==> src/rtl/rca_adder.sv <==
// Registered ripple-carry adder: {cout,s} = a + b + cin, one cycle latency.
// Define RCA_OVF_EN to add the registered signed-overflow output ovf.

module rca_fa (
    input  logic a,
    input  logic b,
    input  logic ci,
    output logic s,
    output logic co
);

    always_comb begin
        s  = a ^ b ^ ci;
        co = (a & b) | (a & ci) | (b & ci);
    end

endmodule

module rca_adder #(
    parameter int WIDTH = 4
) (
    input  logic             clk,
    input  logic             rst,
    input  logic             in_valid,
    input  logic [WIDTH-1:0] a,
    input  logic [WIDTH-1:0] b,
    input  logic             cin,
    output logic [WIDTH-1:0] s,
    output logic             cout,
    output logic             out_valid
`ifdef RCA_OVF_EN
    ,
    output logic             ovf
`endif
);

    // c[i] is the carry into bit i; c[WIDTH] is the carry out of the chain
    logic [WIDTH:0]   c;
    logic [WIDTH-1:0] sum;

    assign c[0] = cin;

    for (genvar i = 0; i < WIDTH; i++) begin : g_chain
        rca_fa u_fa (
            .a  (a[i]),
            .b  (b[i]),
            .ci (c[i]),
            .s  (sum[i]),
            .co (c[i+1])
        );
    end

    always_ff @(posedge clk) begin
        if (rst) begin
            s         <= '0;
            cout      <= 1'b0;
            out_valid <= 1'b0;
        end else begin
            out_valid <= in_valid;
            if (in_valid) begin
                s    <= sum;
                cout <= c[WIDTH];
            end
        end
    end

`ifdef RCA_OVF_EN
    // Signed overflow: carry into the sign bit differs from carry out of it
    always_ff @(posedge clk) begin
        if (rst) begin
            ovf <= 1'b0;
        end else if (in_valid) begin
            ovf <= c[WIDTH] ^ c[WIDTH-1];
        end
    end
`endif

endmodule

==> config.mk <==
export PLATFORM = sky130hd
export DESIGN_NAME = rca_adder
export DESIGN_NICKNAME = d
export VERILOG_FILES = /design/src/rtl/rca_adder.sv
export SDC_FILE = /design/constraint.sdc
export NUM_CORES = 1
export LEC_CHECK = 0
export ABC_AREA = 1
export CORE_AREA = 2 2 39 41
export CTS_CLUSTER_DIAMETER = 40
export DETAILED_ROUTE_END_ITERATION = 8
export DIE_AREA = 0 0 41 43
export PLACE_DENSITY = 0.64
export SETUP_SLACK_MARGIN = 0.05
export SLEW_MARGIN = 25
export SYNTH_ARGS = -nofsm -noshare
export SYNTH_HDL_FRONTEND = slang
export SYNTH_SLANG_ARGS = --single-unit
export TNS_END_PERCENT = 5
==> constraint.sdc <==
create_clock -name clk -period 2.4 [get_ports clk]
set_clock_uncertainty 0.2 [all_clocks]
set_input_delay 0.24 -clock clk [delete_from_list [all_inputs] [get_ports clk]]
set_output_delay 0.24 -clock clk [all_outputs]
set_load 0.03 [all_outputs]
=== Yosys cells after proc, flatten, opt, wreduce, memory -nomap -nowiden ===
Cells that the tools add are included.

* Bitwise logic cells: 28

{| class="wikitable"
|+ Operator list
! cell !! number
|-
| $and 1x1->1 || 12
|-
| $or 1x1->1 || 8
|-
| $xor 1x1->1 || 8
|}

* Bits in registers: 6
* Input bits: 12
* Output and inout port bits: 6
* Word-level logic and storage cells: 31

=== Depth between registers and ports, before layout ===
* Word-level depth: 12
* Mapped depth: 10
* Mapped depth without buffers: 10

=== Modules after synthesis ===
Synthesis repeated with hierarchy kept, for this count alone.

* Cells, all modules: 39
* Area, all modules: 329.1 µm²

{| class="wikitable"
|+ By module, submodules not included
! module !! instances !! cells each !! area an instance (µm²) !! sequential area each (µm²)
|-
| rca_adder || 1 || 35 || 249.0 || 120.1
|-
| rca_fa || 4 || 1 || 20.0 || 0.0
|}

=== Worst setup path before layout ===
Ideal clock, no wire load.

* Path type: input port to flip-flop
* Start point: in a[0]
* End point: reg s[3]
* Setup time: 64 ps
* Arrival: 1871 ps
* Data required time: 2136 ps
* Path slack: 265 ps
* Stages on the path: 10
* Path buffers: 0
* Cells stage by stage: inv_1 -> fa_1 -> inv_1 -> fa_1 -> fa_1 -> inv_1 -> fa_1 -> nand2_2 -> nand2_1 -> nor2_1

* Longest elaborated chain between the ends: 10
* Elaborated cells on any way between the ends: 13
* Those cells by class: 13 x bitwise

{| class="wikitable"
|+ RTL lines
! element !! line !! source
|-
| start, declared || 25 || <nowiki>input logic [WIDTH-1:0] a,</nowiki>
|-
| $and 1x1->1 || 14 || <nowiki>co = (a & b) | (a & ci) | (b & ci);</nowiki>
|-
| $or 1x1->1 (*) (2 in series) || 14 ||
|-
| $and 1x1->1 || 14 ||
|-
| $or 1x1->1 || 14 ||
|-
| $or 1x1->1 (*) || 14 ||
|-
| $and 1x1->1 || 14 ||
|-
| $or 1x1->1 || 14 ||
|-
| $or 1x1->1 (*) || 14 ||
|-
| $xor 1x1->1 (*) || 13 || <nowiki>s = a ^ b ^ ci;</nowiki>
|-
| end signal, assigned || 61 || <nowiki>s <= sum;</nowiki>
|-
| end, declared || 28 || <nowiki>output logic [WIDTH-1:0] s,</nowiki>
|}

Mark *: on every way between the ends. The rest lies on a longest branch, timed or not.
A chain may end at the register's enable or synchronous reset.

=== Worst setup path in the final report ===
* Start point: in a[1]
* End point: reg s[3]

* Longest elaborated chain between the ends: 7
* Elaborated cells on any way between the ends: 9
* Those cells by class: 9 x bitwise

{| class="wikitable"
|+ RTL lines
! element !! line
|-
| $and 1x1->1 || 14
|-
| $or 1x1->1 (*) (2 in series) || 14
|-
| $and 1x1->1 || 14
|-
| $or 1x1->1 || 14
|-
| $or 1x1->1 (*) || 14
|-
| $xor 1x1->1 (*) || 13
|}

Marked as above.

==> results.txt <==
----------------------------------------------------
[STA]
  Hold_ws ... 264 ps
  Worst-margin pin slew ... 381 ps
  Final Max Slew Viols ... 0
  Min Tclk post-route ... 2140 ps
  Final count of hold timing violations ... 0
  Worst rel slew slack ... 0.745
  Final critical-path share of the clock period ... 0.890
  RSZ-0062 raised after global routing ... false
  Final setup violation count ... 0
  Peak clock frequency supported by timing ... 0.468 GHz

[Finish]
  Post-route insts no fill ... 74
  Growth of design area from synthesis to finish ... 66.5%
  Layout cells sized above 1 ... 0.224
  Diodes inserted ... 0
  Non-Filler Cell Area, Final ... 542 um^2
  Final layout net count ... 76

[Synth]
  Top cell type's share of synthesized area ... 0.369
  Fraction of synthesis flops using an asynchronous set or reset pin ... 0
  Prevailing post-synth register cell ... sky130_fd_sc_hd__dfxtp_1
  Total nets after synthesis ... 55
  EDFF count, synth ... 0
  Dominant cells by area after synthesis ... sky130_fd_sc_hd__dfxtp_1 (37%), sky130_fd_sc_hd__fa_1 (25%), sky130_fd_sc_hd__nor2_1 (12%)
  Number of synthesized register bits ... 6
  Yosys top cell by area ... sky130_fd_sc_hd__dfxtp_1
  Synth Warn # ... 0
  Post-synthesis cell area ... 325 um^2
  Syn Inst Count ... 39
  Distinct cells, synth ... 9
  Most common cell in the synthesized netlist ... sky130_fd_sc_hd__nor2_1
  Syn avg cell area ... 8.34 um^2
  Share of synthesized area occupied by flip-flops and latches ... 0.369
  Most numerous cell types in the synthesized netlist ... sky130_fd_sc_hd__nor2_1 (10), sky130_fd_sc_hd__inv_1 (9), sky130_fd_sc_hd__dfxtp_1 (6)

[CTS]
  CTS tree ... built
  Clock latency on the worst-skew pair ... 240 ps
  Number of clock sinks ... 6
  TritonCTS buffer count ... 3
  Hold buffers post-CTS ... 0
  CTS H-tree lvls ... 1
  Clock tree root buffer cell ... sky130_fd_sc_hd__clkbuf_4
  Maximum clock insertion buffer count ... 2
  Clock-pin slew of the registers on the worst-case setup and hold paths ... 40 ps

[GRT]
  Vias in the first global route ... 235
  Initial antenna violation count ... 0
  GR Util All Layers ... 0.0839
  Remaining global-route overflow ... 0
  First-pass GRT wire length ... 897 um
  Largest net degree at the start of global routing ... 10

[Route]
  Total number of vias ... 282
  Average wire per cell in the routed design ... 7.61 um
  Avg Vias per Cell ... 3.81
  Initial DRT Pass Iterations ... 4
  Aggregate routed wire length ... 563 um
  Antenna Violating Nets Remaining ... 0
  Iteration-0 DRC Markers ... 3
  # DRC ... 0

[Worst setup path]
  Crit-path cells ... clkdlybuf4s50_1, fa_2, fa_2, inv_2, fa_1, nand2_2, nand2_1, nor2_1
  Nature of the critical path endpoint ... flop
  Top Family by Delay on Critical Path ... adder cells
  Critical Path Source Type ... input pin
  Critical path buffer and inverter count ... 2
  Worst-path fanout max ... 1
  Most repeated library cell on the critical path ... sky130_fd_sc_hd__fa_2
  Required time at the endpoint of the critical path ... 2380 ps
  CP Data Arrival Time ... 2120 ps
  Peak per-stage delay on the critical path ... 430 ps
  Number of cells on the worst reg-to-reg path ... 2
  Worst setup path class ... input pin to flop
  Critical path depth in cells ... 8
  Cell with the largest stage delay on the worst path ... sky130_fd_sc_hd__clkdlybuf4s50_1

[Place]
  RD Place Congestion ... 0.688
  Dpl cell area ... 504 um^2
  Placed cell count ... 71
  Number of buffer cells added on primary ports ... 17
  Final HPWL DP ... 475 um

[Power]
  Power Dens Cells ... 542 nW/um^2
  Switching Share ... 0.286
  Leakage power of the design ... 0.270 nW
  Part of the total power dissipated in sequential elements ... 0.384
  IR Drop Worst-Case VDD ... 0.000149 V
  Portion of total power attributed to combinational logic ... 0.302
  Internal power ... 0.210 mW
  P_sw ... 0.0840 mW
  Power share of the clock group ... 0.314

[Floorplan]
  Die Span X ... 41 um
  CORE AREA ... 1380 um^2
  Total I/O pin count ... 18
  Effective utilization at floorplan ... 0.235
  Die area ... 1760 um^2
  Die span in y ... 43 um
  Number of cell rows ... 14

[Job]
  Count of max-cap constraint violations ... 0

[Worst hold path]
  Number of cells on the worst hold path ... 2
  Type of the worst min-delay path ... flop to flop

[Outcome]
  Result of the run ... completed

----------------------------------------------------
==> tightest hold or removal path, cell delays in order (launching register included) <==
cell	delay, ps
sky130_fd_sc_hd__dfxtp_1	320
sky130_fd_sc_hd__nor2_1	50
sky130_fd_sc_hd__nor2_1	60
==> sequential cells by signal, indices dropped and copies added (netlist names) <==
signal	count
out_valid	1
s	4
cout	1
==> metrics by stage <==
step / power (mW) / TNS, ps / utilization / setup WS (ps)
6_report: 0.294 / 0 / 0.392 / 263
2_1_floorplan: 0.162 / 0 / - / 265
3_5_place_dp: 0.202 / -284 / 0.364 / -233
4_1_cts: 0.299 / 0 / 0.382 / 66.4
5_1_grt: 0.315 / 0 / 0.392 / 185
3_3_place_gp: 0.201 / -246 / 0.364 / -215
==> cells in the final DEF (no fill, tap or decap), types with 3 or more instances in the layout <==
cell / Yosys / layout
sky130_fd_sc_hd__clkbuf_4: 0 / 3
sky130_fd_sc_hd__clkdlybuf4s50_1: 0 / 14
sky130_fd_sc_hd__dfxtp_1: 6 / 6
sky130_fd_sc_hd__dlymetal6s2s_1: 0 / 3
sky130_fd_sc_hd__fa_2: 0 / 3
sky130_fd_sc_hd__inv_1: 9 / 4
sky130_fd_sc_hd__inv_2: 0 / 5
sky130_fd_sc_hd__nand2_1: 4 / 4
sky130_fd_sc_hd__nor2_1: 10 / 10
sky130_fd_sc_hd__o21ai_1: 3 / 3
==> worst paths after layout <==
path	from	slack (ps)	endpoint
min reg2reg	s[3]	260	s[3]
min	s[3]	260	s[3]
max reg2reg	s[1]	1620	s[1]
max	a[1]	260	s[3]
==> routing by layer <==
layer | up-vias | wire length, um | GRT usage | share of wire
li1 | 148 | - | - | -
met3 | 4 | 66 | 0.0157 | 0.12
met2 | 16 | 236 | 0.100 | 0.42
met5 | - | 0 | 0 | 0
met1 | 114 | 223 | 0.0888 | 0.40
met4 | 0 | 37 | 0.140 | 0.066
==> power groups by stage <==
stage / Sequential [mW] / Combinational (mW) / Clock, mW
after floorplan: 0.132 / 0.0308 / 0
after global placement: 0.114 / 0.0864 / 0
after detailed placement: 0.115 / 0.0871 / 0
after CTS: 0.113 / 0.0879 / 0.0978
after global routing: 0.114 / 0.100 / 0.101
final: 0.113 / 0.0886 / 0.0922
==> cell families (layout without fill, tap and decap cells) <==
family	Yosys count	after routing	share of synthesized area
AO/OA/AOI/OAI	3	3	0.0461
AND/OR/NAND/NOR	15	15	0.181
adder cells (fa/ha/maj)	4	4	0.246
buffers and inverters	11	30	0.158
flip-flops	6	6	0.369
==> what timing repair did <==
| item | in CTS | in global routing |
|---|---|---|
| pin swaps | 0 | 6 |
| resized for setup | 1 | 10 |
| setup endpoints to repair | 1 | 1 |
| buffers inserted | 0 | 0 |
==> area by class of cell <==
class	count	area (um^2)
Fill cell	154	842
Timing Repair Buffer	17	178
Multi-Input combinational cell	22	161
Sequential cell	6	120
Inverter	10	40.0
Clock buffer	3	22.5
Tap cell	16	20.0
Power figures use the tool's default switching activity.
